==> config.mk <==
export PLATFORM = sky130hd
export DESIGN_NAME = regfile_sb
export DESIGN_NICKNAME = d
export VERILOG_FILES = /design/src/rtl/regfile_sb.sv
export SDC_FILE = /design/constraint.sdc
export NUM_CORES = 1
export LEC_CHECK = 0
export BUFFER_PORTS_ARGS = -buffer_cell sky130_fd_sc_hd__buf_4
export CAP_MARGIN = 20
export CORE_MARGIN = 2
export CORE_UTILIZATION = 50
export CTS_CLUSTER_DIAMETER = 50
export CTS_CLUSTER_SIZE = 12
export DETAILED_ROUTE_END_ITERATION = 7
export HOLD_SLACK_MARGIN = 0.12
export PLACE_DENSITY = 0.73
export SLEW_MARGIN = 0
export SYNTH_ARGS = -nofsm -noshare
export SYNTH_HDL_FRONTEND = slang
export SYNTH_SLANG_ARGS = --single-unit
==> constraint.sdc <==
create_clock -name clk -period 5.1 [get_ports clk]
set_clock_uncertainty 0.2 [all_clocks]
set_input_delay 0.255 -clock clk [delete_from_list [all_inputs] [get_ports clk]]
set_output_delay 0.255 -clock clk [all_outputs]
set_load 0.005 [all_outputs]
==> src/rtl/regfile_sb.sv <==
// Eight-entry 16-bit register file with write-to-read bypass and a per-register
// write-pending scoreboard used by decode to stall on RAW hazards.
module regfile_sb (
    input  logic        clk,
    input  logic        rst_n,
    input  logic [15:0] wd_in,
    input  logic [2:0]  wa_in,
    input  logic        reg_wr_in,
    input  logic [2:0]  rs_addr,
    input  logic [2:0]  rt_addr,
    output logic [15:0] rs_data,
    output logic [15:0] rt_data,
    input  logic        iss_valid,
    input  logic        iss_wr,
    input  logic [2:0]  iss_wa,
    output logic        rs_busy,
    output logic        rt_busy,
    output logic        sb_err
);

    localparam int unsigned DW   = 16;
    localparam int unsigned AW   = 3;
    localparam int unsigned NREG = 8;
    localparam int unsigned CW   = 2;
    localparam logic [CW-1:0] PC_MAX  = CW'(3);
    localparam logic [CW-1:0] PC_ZERO = CW'(0);
    localparam logic [CW-1:0] PC_ONE  = CW'(1);

    logic [DW-1:0]   regs [NREG];
    logic [CW-1:0]   pc   [NREG];
    logic [NREG-1:0] inc;
    logic [NREG-1:0] dec;
    logic [NREG-1:0] ovf;
    logic [NREG-1:0] unf;

    // Per-register issue / writeback strobes and their error conditions.
    always_comb begin
        inc = '0;
        dec = '0;
        ovf = '0;
        unf = '0;
        for (int i = 0; i < int'(NREG); i++) begin
            inc[i] = iss_valid && iss_wr && (iss_wa == AW'(i));
            dec[i] = reg_wr_in && (wa_in == AW'(i));
            ovf[i] = inc[i] && !dec[i] && (pc[i] == PC_MAX);
            unf[i] = dec[i] && !inc[i] && (pc[i] == PC_ZERO);
        end
    end

    // Register storage.
    always_ff @(posedge clk) begin
        if (!rst_n) begin
            for (int i = 0; i < int'(NREG); i++) begin
                regs[i] <= '0;
            end
        end else if (reg_wr_in) begin
            regs[wa_in] <= wd_in;
        end
    end

    // Pending counters saturate at both ends; saturation is reported via sb_err.
    always_ff @(posedge clk) begin
        if (!rst_n) begin
            for (int i = 0; i < int'(NREG); i++) begin
                pc[i] <= PC_ZERO;
            end
        end else begin
            for (int i = 0; i < int'(NREG); i++) begin
                if (inc[i] && !dec[i] && !ovf[i]) begin
                    pc[i] <= pc[i] + PC_ONE;
                end else if (dec[i] && !inc[i] && !unf[i]) begin
                    pc[i] <= pc[i] - PC_ONE;
                end
            end
        end
    end

    always_ff @(posedge clk) begin
        if (!rst_n) begin
            sb_err <= 1'b0;
        end else if ((|ovf) || (|unf)) begin
            sb_err <= 1'b1;
        end
    end

    // Read ports with same-cycle writeback bypass.
    always_comb begin
        rs_data = (reg_wr_in && (wa_in == rs_addr)) ? wd_in : regs[rs_addr];
        rt_data = (reg_wr_in && (wa_in == rt_addr)) ? wd_in : regs[rt_addr];
    end

    // A lone pending write that retires this cycle is covered by the bypass.
    always_comb begin
        rs_busy = (pc[rs_addr] != PC_ZERO) && !((pc[rs_addr] == PC_ONE) && dec[rs_addr]);
        rt_busy = (pc[rt_addr] != PC_ZERO) && !((pc[rt_addr] == PC_ONE) && dec[rt_addr]);
    end

endmodule

==> flow_summary.rst, run 1 <==
.. list-table::
   :header-rows: 1

   * - Metric
     - Value
   * - TritonCTS clock tree
     - built
   * - Category of the worst setup path capture point
     - output port
   * - Nature of the critical path startpoint
     - input port
   * - Run status
     - complete, no violations
   * - Ratio of routed vias to standard cells
     - 6.48
   * - Horizontal die dimension
     - 135 um
   * - Number of enable-type register cells in the synthesized netlist
     - 144
   * - Most used flip-flop cell after synthesis
     - sky130_fd_sc_hd__edfxtp_1
   * - Distinct cell type count after synthesis
     - 60
   * - Data arrival, critical path
     - 2380 ps
   * - GRT Resource Usage Total
     - 26.1%
   * - Sum of met2 wire segment lengths after detailed routing
     - 11500 um
   * - Required @ worst endpoint
     - 4640 ps
   * - Synth async-reset ratio
     - 0%
   * - Final standard cell area without fillers
     - 9900 um2
   * - Post-route DRC
     - 0
   * - Max FO, Critical Path
     - 35
   * - Post-synthesis net count
     - 715
   * - Utilization after layout
     - 58.1%
   * - Most frequent cell on the critical path
     - sky130_fd_sc_hd__buf_4
   * - First-pass GRT wire length
     - 35200 um
   * - Cts bufs inserted
     - 17
   * - Via total after detailed routing
     - 6316
   * - Post-detailed-route wirelength per cell
     - 23.4 um
   * - Library cell with the largest summed area after synthesis
     - sky130_fd_sc_hd__edfxtp_1
   * - Cells after synthesis
     - 680
   * - Pre-antenna DRT Iters
     - 6
   * - Proportion of layout cells with a drive suffix above 1
     - 22.8%
   * - Final max-slew violation count
     - 0
   * - Initial core utilization
     - 50.5%
   * - Setup TNS
     - 0 ps
   * - Initial antenna violation count
     - 0
   * - Fmax
     - 353 MHz
   * - Number of placement rows
     - 48
   * - Via count of the first global-routing pass
     - 6291
   * - Routed Wire Length
     - 22800 um
   * - Post-DP HPWL
     - 13800 um
   * - Post-CTS Hold Buffers
     - 16
   * - Clk_lat worst skew
     - 430 ps
   * - Root buffer cell
     - sky130_fd_sc_hd__clkbuf_16
   * - Largest incremental delay on the critical path
     - 610 ps
   * - Final worst path period need
     - 2830 ps
   * - Slowest-stage cell, CP
     - sky130_fd_sc_hd__nand4_1
   * - Maximum number of pins on one net before global-route repair
     - 69
   * - Launch point of the critical path
     - rs_addr[1]
   * - # setup viols final
     - 0
   * - Worst path depth
     - 7
   * - Met3 layer wire length in the routed design
     - 1630 um
   * - Synthesis warning total
     - 0
   * - CTS resizes
     - 0
   * - Worst reg2reg path endpoint
     - sb_err
   * - Max-cap violations
     - 0
   * - Critical path type
     - in -> out
   * - Buf+Inv Stages, Crit Path
     - 3
   * - Final hold violations
     - 0
   * - Critical path cell sequence
     - buf_4 > xnor2_1 > nand4_1 > buf_4 > nor2_1 > a21oi_1 > buf_4
   * - Cell types occupying the most area after synthesis
     - sky130_fd_sc_hd__edfxtp_1 50%, sky130_fd_sc_hd__mux4_2 17%, sky130_fd_sc_hd__and2_1 6.0%
   * - Clock input transition at the sequential cells of the worst setup and hold paths
     - 50 ps
   * - Worst slew margin
     - 29.8%
   * - Slew at the pin with the worst max-slew slack
     - 1050 ps
   * - Crit path to
     - rs_data[6]
   * - Total area of multi-input combinational cells
     - 4020 um2
   * - Area growth from synthesis to final layout
     - 14.9%
   * - Diodes inserted
     - 0
   * - Worst hold slack
     - 194 ps
   * - Net total in the final layout
     - 773
   * - Std-Cell Core Area
     - 17100 um2
   * - Combined area of all synthesized cells
     - 8620 um2
   * - Highest-count cells in the layout ignoring fill and taps
     - 144 x sky130_fd_sc_hd__edfxtp_1, 82 x sky130_fd_sc_hd__and2_1, 77 x sky130_fd_sc_hd__buf_4
   * - Metal-1 WL
     - 9060 um
   * - Io pins
     - 68
   * - Static leakage power
     - 3.72 nW
   * - Height of the chip
     - 135 um
   * - Critical R2R Launch
     - pc[4][1]
   * - #FFs+latches synth
     - 145
   * - Share of the synthesized area in the top cell type
     - 50.2%
   * - Gr ovfl total
     - 0
   * - Hold/Removal Path Class
     - in -> reg
   * - Pwr Density
     - 301 nW/um2
   * - Max Root-Sink Buffers
     - 2
   * - Number of cells on the worst reg-to-reg path
     - 5
   * - Syn_area_per_cell
     - 12.7 um2
   * - Detailed router's first-iteration violation count
     - 792
   * - Post-placement cell area
     - 9240 um2
   * - Commonest non-fill, non-tap cell in the layout
     - sky130_fd_sc_hd__edfxtp_1
   * - Footprint of the flip-flops and latches
     - 4340 um2
   * - Post-route antenna net violation count
     - 0
   * - Number of clock sinks seen by CTS
     - 145
   * - Routability congestion estimate from global placement
     - 0.896
   * - Sequential-to-total area share from yosys stat
     - 50.4%
   * - Post-CTS repair timing setup buffer count
     - 0
   * - Clock H-tree levels
     - 4
   * - Setup slack of the most critical reg-to-reg path
     - 3010 ps
   * - Critical path's top delay family
     - buffers and inverters
   * - Highest signal layer in the routed design
     - met4
   * - Overall die area
     - 18300 um2
   * - Highest ir drop seen on vdd
     - 0.250 mV
   * - Period utilisation layout
     - 55.5%
   * - IO buf count
     - 67
   * - Setup repair after global routing missed its margin
     - false
   * - Filler instances
     - 1346
==> sequential cells by signal, indices dropped and copies added, names as in the netlist <==
| signal | count |
|---|---|
| regs | 128 |
| sb_err | 1 |
| pc | 16 |
==> tightest hold or removal path, cell delays in order <==
cell and delay, ps:
sky130_fd_sc_hd__buf_4 120, sky130_fd_sc_hd__a31oi_1 110, sky130_fd_sc_hd__nor2_1 110, sky130_fd_sc_hd__a211oi_1 50
==> per-layer routing <==
metal | up-vias | GRT usage, %
li1 | 2766 | -
met1 | 3183 | 33.5
met2 | 322 | 43.7
met3 | 45 | 5.09
met4 | 0 | 10.9
met5 | - | 0
==> worst min path at each step <==
stage	from	to	slack, ps	depth (start not counted)
finish	iss_wa[0]	pc[7][1]	190	4
global route	iss_wa[0]	pc[7][1]	230	4
CTS	iss_wa[0]	pc[7][1]	180	4
detailed placement	wd_in[6]	regs[5][6]	410	2
global placement	wd_in[0]	regs[6][0]	400	2
floorplan	wd_in[0]	regs[1][0]	250	1
==> cells in the mapped netlist, types with 2 or more instances <==
| cell type | number |
|---|---|
| sky130_fd_sc_hd__o21ai_0 | 5 |
| sky130_fd_sc_hd__clkbuf_1 | 33 |
| sky130_fd_sc_hd__and3_1 | 50 |
| sky130_fd_sc_hd__nor2b_1 | 3 |
| sky130_fd_sc_hd__nor4b_1 | 2 |
| sky130_fd_sc_hd__a21oi_1 | 52 |
| sky130_fd_sc_hd__nand4_1 | 2 |
| sky130_fd_sc_hd__mux2i_1 | 34 |
| sky130_fd_sc_hd__nand4bb_1 | 3 |
| sky130_fd_sc_hd__nor3_1 | 6 |
| sky130_fd_sc_hd__a211oi_1 | 13 |
| sky130_fd_sc_hd__buf_1 | 8 |
| sky130_fd_sc_hd__buf_4 | 2 |
| sky130_fd_sc_hd__o2111ai_1 | 2 |
| sky130_fd_sc_hd__buf_2 | 10 |
| sky130_fd_sc_hd__mux4_2 | 64 |
| sky130_fd_sc_hd__o311ai_0 | 5 |
| sky130_fd_sc_hd__inv_1 | 5 |
| sky130_fd_sc_hd__xnor2_1 | 8 |
| sky130_fd_sc_hd__a31oi_1 | 3 |
| sky130_fd_sc_hd__buf_6 | 2 |
| sky130_fd_sc_hd__and2_1 | 82 |
| sky130_fd_sc_hd__nand2_1 | 27 |
| sky130_fd_sc_hd__nand4b_1 | 5 |
| sky130_fd_sc_hd__nand3_1 | 12 |
| sky130_fd_sc_hd__o221ai_1 | 3 |
| sky130_fd_sc_hd__nor2_1 | 61 |
| sky130_fd_sc_hd__ha_1 | 2 |
| sky130_fd_sc_hd__xor2_1 | 2 |
| sky130_fd_sc_hd__edfxtp_1 | 144 |
==> metrics by stage <==
stage / cells / worst slack [ps] / total power (W)
detailed placement: 926 / 1960 / 0.00193
global route: 974 / 2110 / 0.00309
finish: 974 / 2270 / 0.00298
floorplan: 680 / 3140 / 0.00173
global placement: 925 / 2040 / 0.00191
CTS: 972 / 2310 / 0.00299
==> logic make-up after synthesis <==
logic type / synth area share [%]
simple gates: 17.6
mux: 20.7
flops: 50.4
xor+xnor: 1.02
compound gates: 7.00
fa+ha+maj: 0.290
buf+inv: 3.06
==> power by group <==
part | internal [W] | switching, W | leakage [nW] | total (W)
logic | 0.000236 | 0.000243 | 2.07 | 0.000478
clock network | 0.000611 | 0.000448 | 0.233 | 0.00106
registers | 0.00140 | 0.0000485 | 1.41 | 0.00144
==> final cells by class <==
| cell class | instances | share of cell area, % |
|---|---|---|
| clock inverters | 6 | 0.379 |
| inverters | 6 | 0.227 |
| flip-flops and latches | 145 | 43.9 |
| clock buffers | 24 | 4.56 |
| well taps | 225 | 2.84 |
| multi-input cells | 474 | 40.6 |
| repair buffers | 94 | 7.57 |
Power figures use the tool's default switching activity.
==> run 2: changes to the inputs <==
--- a/config.mk
+++ b/config.mk
@@ -5,6 +5,7 @@
 export SDC_FILE = /design/constraint.sdc
 export NUM_CORES = 1
 export LEC_CHECK = 0
+export ABC_AREA = 1
 export BUFFER_PORTS_ARGS = -buffer_cell sky130_fd_sc_hd__buf_4
 export CAP_MARGIN = 20
 export CORE_MARGIN = 2
==> constraint.sdc (replaced) <==
create_clock -name clk -period 2.9 [get_ports clk]
set_clock_uncertainty 0.2 [all_clocks]
set_input_delay 0.145 -clock clk [delete_from_list [all_inputs] [get_ports clk]]
set_output_delay 0.145 -clock clk [all_outputs]
set_load 0.005 [all_outputs]
==> flow_summary.rst, run 2 <==
.. list-table::
   :header-rows: 1

   * - Metric
     - Value
   * - Post-DP HPWL
     - 16700 um (was 13800 um)
   * - Final hold violations
     - 0 (unchanged)
   * - Ratio of routed vias to standard cells
     - 5.94 (was 6.48)
   * - Library cell with the largest summed area after synthesis
     - sky130_fd_sc_hd__edfxtp_1 (unchanged)
   * - Final max-slew violation count
     - 0 (unchanged)
   * - Io pins
     - 68 (unchanged)
   * - Maximum number of pins on one net before global-route repair
     - 87 (was 69)
   * - Commonest non-fill, non-tap cell in the layout
     - sky130_fd_sc_hd__nor2_1 (was sky130_fd_sc_hd__edfxtp_1)
   * - Std-Cell Core Area
     - 17300 um2 (was 17100 um2)
   * - Setup TNS
     - 0 ps (unchanged)
   * - Sequential-to-total area share from yosys stat
     - 49.3% (was 50.4%)
   * - Overall die area
     - 18700 um2 (was 18300 um2)
   * - Synth async-reset ratio
     - 0% (unchanged)
   * - Cell types occupying the most area after synthesis
     - sky130_fd_sc_hd__edfxtp_1 49%, sky130_fd_sc_hd__o21ai_0 9.7%, sky130_fd_sc_hd__nor2_1 9.3% (was sky130_fd_sc_hd__edfxtp_1 50%, sky130_fd_sc_hd__mux4_2 17%, sky130_fd_sc_hd__and2_1 6.0%)
   * - Max FO, Critical Path
     - 39 (was 35)
   * - Setup slack of the most critical reg-to-reg path
     - 1200 ps (was 3010 ps)
   * - # setup viols final
     - 0 (unchanged)
   * - Critical path type
     - in -> out (unchanged)
   * - Share of the synthesized area in the top cell type
     - 49.0% (was 50.2%)
   * - Detailed router's first-iteration violation count
     - 1129 (was 792)
   * - Post-route antenna net violation count
     - 0 (unchanged)
   * - Diodes inserted
     - 0 (unchanged)
   * - Hold/Removal Path Class
     - in -> reg (unchanged)
   * - Post-synth top cells
     - 218 x sky130_fd_sc_hd__nor2_1, 171 x sky130_fd_sc_hd__o21ai_0, 144 x sky130_fd_sc_hd__edfxtp_1 (was 144 x sky130_fd_sc_hd__edfxtp_1, 82 x sky130_fd_sc_hd__and2_1, 64 x sky130_fd_sc_hd__mux4_2)
   * - Syn_area_per_cell
     - 8.15 um2 (was 12.7 um2)
   * - Filler instances
     - 1537 (was 1346)
   * - Static leakage power
     - 4.08 nW (was 3.72 nW)
   * - Via total after detailed routing
     - 8138 (was 6316)
   * - Horizontal die dimension
     - 137 um (was 135 um)
   * - Gr ovfl total
     - 0 (unchanged)
   * - Footprint of the flip-flops and latches
     - 4340 um2 (unchanged)
   * - Area growth from synthesis to final layout
     - 15.7% (was 14.9%)
   * - Worst slew margin
     - 37.6% (was 29.8%)
   * - Number of placement rows
     - 48 (unchanged)
   * - Post-placement cell area
     - 9420 um2 (was 9240 um2)
   * - Post-route DRC
     - 0 (unchanged)
   * - TritonCTS clock tree
     - built (unchanged)
   * - Root buffer cell
     - sky130_fd_sc_hd__clkbuf_16 (unchanged)
   * - Worst reg2reg path endpoint
     - pc[7][0] (was sb_err)
   * - IO buf count
     - 67 (unchanged)
   * - #FFs+latches synth
     - 145 (unchanged)
   * - Clock input transition at the sequential cells of the worst setup and hold paths
     - 60 ps (was 50 ps)
   * - Number of clock sinks seen by CTS
     - 145 (unchanged)
   * - Distinct cell type count after synthesis
     - 38 (was 60)
   * - Clock H-tree levels
     - 4 (unchanged)
   * - Total area of multi-input combinational cells
     - 3670 um2 (was 4020 um2)
   * - Nature of the critical path startpoint
     - input port (unchanged)
   * - Cts bufs inserted
     - 17 (unchanged)
   * - Max-cap violations
     - 0 (unchanged)
   * - GRT Resource Usage Total
     - 29.0% (was 26.1%)
   * - Combined area of all synthesized cells
     - 8820 um2 (was 8620 um2)
   * - Category of the worst setup path capture point
     - output port (unchanged)
   * - Cell with the most instances after synthesis
     - sky130_fd_sc_hd__nor2_1 (was sky130_fd_sc_hd__edfxtp_1)
   * - Final worst path period need
     - 2190 ps
   * - Initial antenna violation count
     - 0 (unchanged)
   * - Largest registers
     - regs: 128 flops, pc: 16 flops, sb_err: 1 flops (unchanged)
   * - Number of cells on the worst reg-to-reg path
     - 2 (was 5)
   * - Via count of the first global-routing pass
     - 7336 (was 6291)
   * - Most used flip-flop cell after synthesis
     - sky130_fd_sc_hd__edfxtp_1 (unchanged)
   * - Net total in the final layout
     - 1169 (was 773)
   * - Post-synthesis net count
     - 1117 (was 715)
   * - Flip-flop count of the largest register after layout
     - 128 (unchanged)
   * - Proportion of layout cells with a drive suffix above 1
     - 12.7% (was 22.8%)
   * - Clk_lat worst skew
     - 420 ps (was 430 ps)
   * - Critical R2R Launch
     - pc[7][0] (was pc[4][1])
   * - Required @ worst endpoint
     - 2560 ps (was 4640 ps)
   * - Pre-antenna DRT Iters
     - 6 (unchanged)
   * - Cells after synthesis
     - 1082 (was 680)
   * - Utilization after layout
     - 59.0% (was 58.1%)
   * - Period utilisation layout
     - 75.4%
   * - Highest ir drop seen on vdd
     - 0.443 mV (was 0.250 mV)
   * - Setup repair after global routing missed its margin
     - false (unchanged)
   * - Synthesis warning total
     - 0 (unchanged)
   * - Highest-count cells in the layout ignoring fill and taps
     - 218 x sky130_fd_sc_hd__nor2_1, 171 x sky130_fd_sc_hd__o21ai_0, 144 x sky130_fd_sc_hd__edfxtp_1 (was 144 x sky130_fd_sc_hd__edfxtp_1, 82 x sky130_fd_sc_hd__and2_1, 77 x sky130_fd_sc_hd__buf_4)
   * - Post-CTS repair timing setup buffer count
     - 0 (unchanged)
   * - Max Root-Sink Buffers
     - 2 (unchanged)
   * - Routed Wire Length
     - 26700 um (was 22800 um)
   * - Startpoint of the most critical hold path
     - wa_in[2] (was iss_wa[0])
   * - Run status
     - complete, no violations (unchanged)
   * - First-pass GRT wire length
     - 40600 um (was 35200 um)
   * - Number of enable-type register cells in the synthesized netlist
     - 144 (unchanged)
   * - Fmax
     - 457 MHz
   * - Initial core utilization
     - 51.0% (was 50.5%)
   * - Register with the highest flop count
     - regs (unchanged)
   * - Height of the chip
     - 137 um (was 135 um)
   * - Min-Delay Path Depth
     - 8 (was 4)
   * - Final standard cell area without fillers
     - 10200 um2 (was 9900 um2)
   * - Post-detailed-route wirelength per cell
     - 19.5 um (was 23.4 um)
   * - Slew at the pin with the worst max-slew slack
     - 934 ps (was 1050 ps)
   * - Pwr Density
     - 561 nW/um2 (was 301 nW/um2)
   * - Routability congestion estimate from global placement
     - 0.898 (was 0.896)
   * - Hold worst-path end
     - sb_err (was pc[7][1])
   * - Data arrival, critical path
     - 1840 ps (was 2380 ps)
-- run 2: cell types whose count changed after synthesis, sizes merged, moves of 64 or more --
cell,before,now
nand2,27,120
nor2,61,225
o211ai,1,65
inv,5,93
mux4,64,0
o21ai,5,183
and2,82,0
-- run 2: kinds of logic after synthesis --
logic type,synth area share (%)
buffers and inverters,9.15
adders and majority gates,0.284
and+or+nand+nor,20.0
DFF,49.3
AOI/OAI and AO/OA,21.3
-- run 2: layer usage --
metal	track usage (%)	wire length, um
met4	11.9	801
met5	0	0
met3	5.30	2740
met2	45.1	12500
met1	40.1	10600
-- run 2: where the power goes --
part	internal, W	switching, W	leakage (nW)
clock network	0.00144	0.000881	0.290
registers	0.00245	0.0000644	1.41
logic	0.000319	0.000570	2.38
-- run 2: worst max path at each step --
stage	startpoint	endpoint	cells after the start
floorplan	wa_in[1]	pc[2][0]	8
global placement	rs_addr[0]	rs_data[1]	7
detailed placement	rs_addr[0]	rs_data[1]	7
CTS	rs_addr[0]	rs_data[1]	7
global route	rs_addr[0]	rs_data[0]	8
finish	rs_addr[0]	rs_data[1]	7
-- run 2: layout make-up --
| cell class | count | share of cell area [%] |
|---|---|---|
| inverters | 111 | 4.11 |
| well taps | 225 | 2.76 |
| clock inverters | 12 | 1.79 |
| repair buffers | 106 | 8.58 |
| clock buffers | 19 | 4.24 |
| flip-flops and latches | 145 | 42.6 |
| multi-input cells | 753 | 35.9 |
-- run 2: per-stage QoR --
stage / total power [W] / instances / hold slack (ps) / setup slack (ps)
finish: 0.00572 / 1371 / 144 / 712
global route: 0.00589 / 1371 / 210 / 597
CTS: 0.00570 / 1371 / 136 / 779
detailed placement: 0.00340 / 1323 / 362 / 796
global placement: 0.00339 / 1323 / 356 / 830
floorplan: 0.00305 / 1082 / 140 / 1070
-- run 2: what timing repair did --
action,4_1_cts,5_1_grt
gates resized for setup,0,0
hold endpoints to repair,146,0
hold buffers,17,0
-- run 2: critical path: stages --
cell	delay (ps)
sky130_fd_sc_hd__buf_4	340
sky130_fd_sc_hd__nand2_1	90
sky130_fd_sc_hd__a21oi_1	160
sky130_fd_sc_hd__nand2_1	320
sky130_fd_sc_hd__buf_12	280
sky130_fd_sc_hd__o21ai_0	300
sky130_fd_sc_hd__buf_4	180
==> run 3: changes to the inputs <==
--- a/config.mk
+++ b/config.mk
@@ -5,7 +5,7 @@
 export SDC_FILE = /design/constraint.sdc
 export NUM_CORES = 1
 export LEC_CHECK = 0
-export ABC_AREA = 1
+export ABC_AREA = 0
 export BUFFER_PORTS_ARGS = -buffer_cell sky130_fd_sc_hd__buf_4
 export CAP_MARGIN = 20
 export CORE_MARGIN = 2
==> constraint.sdc (replaced) <==
create_clock -name clk -period 2.03 [get_ports clk]
set_clock_uncertainty 0.2 [all_clocks]
set_input_delay 0.1015 -clock clk [delete_from_list [all_inputs] [get_ports clk]]
set_output_delay 0.1015 -clock clk [all_outputs]
set_load 0.005 [all_outputs]
==> flow_summary.rst, run 3 (synthesis results as in run 1) <==
.. list-table::
   :header-rows: 1

   * - Metric
     - Value
   * - Setup repair after global routing missed its margin
     - true (was false)
   * - Horizontal die dimension
     - 135 um (was 137 um)
   * - Combinational fraction of design power
     - 17.9% (was 15.5%)
   * - Post-route DRC
     - 0 (unchanged)
   * - Crit path to
     - rs_data[11] (was rs_data[1])
   * - Flip-flop count of the largest register after layout
     - 128 (unchanged)
   * - Static leakage power
     - 4.07 nW (was 4.08 nW)
   * - Critical path type
     - reg -> out (was in -> out)
   * - Required @ worst endpoint
     - 1730 ps (was 2560 ps)
   * - Post-route antenna net violation count
     - 0 (unchanged)
   * - Root buffer cell
     - sky130_fd_sc_hd__clkbuf_16 (unchanged)
   * - Number of placement rows
     - 48 (unchanged)
   * - Cell Int Power
     - 0.00574 W (was 0.00421 W)
   * - Launch point of the critical path
     - regs[7][11] (was rs_addr[0])
   * - Post-placement cell area
     - 9700 um2 (was 9420 um2)
   * - Sw Pwr
     - 0.00198 W (was 0.00151 W)
   * - Initial antenna violation count
     - 0 (unchanged)
   * - IO buf count
     - 67 (unchanged)
   * - Routed Wire Length
     - 24500 um (was 26700 um)
   * - Initial core utilization
     - 50.5% (was 51.0%)
   * - Final worst path period need
     - 2090 ps
   * - Run status
     - finished with violations (was complete, no violations)
   * - Critical path's top delay family
     - multiplexers (was buffers and inverters)
   * - Max Root-Sink Buffers
     - 2 (unchanged)
   * - Io pins
     - 68 (unchanged)
   * - Largest incremental delay on the critical path
     - 490 ps (was 340 ps)
   * - Startpoint of the most critical hold path
     - iss_wa[2] (was wa_in[2])
   * - Period utilisation layout
     - 103%
   * - Highest-count cells in the layout ignoring fill and taps
     - 144 x sky130_fd_sc_hd__edfxtp_1, 121 x sky130_fd_sc_hd__buf_4, 82 x sky130_fd_sc_hd__and2_1 (was 218 x sky130_fd_sc_hd__nor2_1, 171 x sky130_fd_sc_hd__o21ai_0, 144 x sky130_fd_sc_hd__edfxtp_1)
   * - Worst path depth
     - 4 (was 7)
   * - First-pass GRT wire length
     - 37400 um (was 40600 um)
   * - Fraction of power spent switching nets
     - 25.7% (was 26.5%)
   * - Routability congestion estimate from global placement
     - 0.951 (was 0.898)
   * - Worst reg2reg path endpoint
     - sb_err (was pc[7][0])
   * - Worst slew margin
     - 57.0% (was 37.6%)
   * - Std-Cell Core Area
     - 17100 um2 (was 17300 um2)
   * - TritonCTS clock tree
     - built (unchanged)
   * - Diodes inserted
     - 0 (unchanged)
   * - GRT Resource Usage Total
     - 27.6% (was 29.0%)
   * - Filler-free cell count of the finished design
     - 1034 (was 1371)
   * - PnR Total Power
     - 0.00772 W (was 0.00572 W)
   * - Category of the worst setup path capture point
     - output port (unchanged)
   * - Final standard cell area without fillers
     - 10600 um2 (was 10200 um2)
   * - Flop pwr share
     - 46.8% (was 43.9%)
   * - Max-cap violations
     - 0 (unchanged)
   * - Max FO, Critical Path
     - 2 (was 39)
   * - Maximum number of pins on one net before global-route repair
     - 33 (was 87)
   * - Worst hold slack
     - 158 ps (was 144 ps)
   * - Pre-CTS worst setup slack
     - 62.6 ps (was 796 ps)
   * - Via total after detailed routing
     - 6643 (was 8138)
   * - Nature of the critical path startpoint
     - register (was input port)
   * - Pre-antenna DRT Iters
     - 5 (was 6)
   * - Register with the highest flop count
     - regs (unchanged)
   * - Via count of the first global-routing pass
     - 6785 (was 7336)
   * - Detailed router's first-iteration violation count
     - 814 (was 1129)
   * - Failing checks
     - negative setup slack
   * - Final setup margin
     - -56.8 ps (was 712 ps)
   * - Gr ovfl total
     - 0 (unchanged)
   * - Clock H-tree levels
     - 4 (unchanged)
   * - Largest registers
     - regs: 128 flops, pc: 16 flops, sb_err: 1 flops (unchanged)
   * - Critical path cell sequence
     - mux4_2 > mux2i_1 > a21oi_2 > buf_4 (was buf_4 > nand2_1 > a21oi_1 > nand2_1 > buf_12 > o21ai_0 > buf_4)
   * - Slowest-stage cell, CP
     - sky130_fd_sc_hd__mux4_2 (was sky130_fd_sc_hd__buf_4)
   * - Data arrival, critical path
     - 1790 ps (was 1840 ps)
   * - Cts bufs inserted
     - 17 (unchanged)
   * - # setup viols final
     - 8 (was 0)
   * - Commonest non-fill, non-tap cell in the layout
     - sky130_fd_sc_hd__edfxtp_1 (was sky130_fd_sc_hd__nor2_1)
   * - Post-DP HPWL
     - 15800 um (was 16700 um)
   * - Final hold violations
     - 0 (unchanged)
   * - Proportion of layout cells with a drive suffix above 1
     - 30.9% (was 12.7%)
   * - Setup slack of the most critical reg-to-reg path
     - 110 ps (was 1200 ps)
   * - Area growth from synthesis to final layout
     - 22.9% (was 15.7%)
   * - Hold/Removal Path Class
     - in -> reg (unchanged)
   * - Clock input transition at the sequential cells of the worst setup and hold paths
     - 60 ps (about the same)
   * - Pwr Density
     - 729 nW/um2 (was 561 nW/um2)
   * - Placed instance count
     - 970 (was 1323)
   * - Overall die area
     - 18300 um2 (was 18700 um2)
   * - Clock power share
     - 35.3% (was 40.6%)
   * - Critical R2R Launch
     - pc[6][1] (was pc[7][0])
   * - Number of cells on the worst reg-to-reg path
     - 6 (was 2)
   * - Buf+Inv Stages, Crit Path
     - 1 (was 3)
   * - Net total in the final layout
     - 832 (was 1169)
   * - Slew at the pin with the worst max-slew slack
     - 636 ps (was 934 ps)
   * - Fmax
     - 479 MHz
   * - Clk_lat worst skew
     - 430 ps (was 420 ps)
   * - Number of clock sinks seen by CTS
     - 145 (unchanged)
   * - Highest ir drop seen on vdd
     - 0.616 mV (was 0.443 mV)
   * - Post-detailed-route wirelength per cell
     - 23.7 um (was 19.5 um)
   * - Final max-slew violation count
     - 0 (unchanged)
   * - Ratio of routed vias to standard cells
     - 6.42 (was 5.94)
   * - Height of the chip
     - 135 um (was 137 um)
## run 3: power by group through the flow
stage	Sequential (W)	Clock (W)	Combinational [W]
after CTS	0.00361	0.00273	0.00132
after floorplan	0.00363	0	0.000722
after detailed placement	0.00368	0	0.00127
after global placement	0.00365	0	0.00124
final	0.00362	0.00272	0.00138
after global routing	0.00363	0.00286	0.00147
## run 3: area by class of cell
class	count	area (um2)
Timing Repair Buffer	153	1340
Clock buffer	19	433
Fill cell	1321	6470
Tap cell	225	282
Clock inverter	12	68.8
Multi-Input combinational cell	474	4100
Sequential cell	145	4340
Inverter	6	22.5
## run 3: worst register-to-register path, stage by stage (launching register included)
cell and delay (ps):
sky130_fd_sc_hd__edfxtp_1 470, sky130_fd_sc_hd__buf_4 190, sky130_fd_sc_hd__nand2_1 140, sky130_fd_sc_hd__nor4b_1 80, sky130_fd_sc_hd__a311oi_1 210, sky130_fd_sc_hd__o2111ai_1 170
sky130_fd_sc_hd__o41a_1 340
## run 3: through the flow
stage               setup TNS [ps]  util [%]
finish                        -262      62.1
global route                 -1340      62.1
CTS                           -195      61.3
detailed placement               0      56.9
global placement                 0      56.9
floorplan                        0         -
## run 3: repair_timing
item | in CTS | in global routing
pin swaps | 6 | 28
setup endpoints to repair | 8 | 34
buffers inserted | 4 | 9
hold buffers | 20 | 0
resized for setup | 5 | 18
hold endpoints to repair | 132 | 0
## run 3: layer usage
metal / track usage, % / share of wire (%) / vias to the layer above / wire (um)
met5: 0 / 0 / - / 0
met4: 12.2 / 3.0 / 0 / 726
met3: 4.45 / 7.3 / 59 / 1780
met2: 47.0 / 52 / 334 / 12700
met1: 35.1 / 38 / 3355 / 9290
li1: - / - / 2895 / -
## run 3: worst min path at each step
stage | end | cells after the start
after floorplan | regs[1][0] | 1
after global placement | regs[3][8] | 2
after detailed placement | regs[7][6] | 2
after CTS | pc[7][1] | 4
after global routing | pc[7][1] | 4
final | pc[3][1] | 5
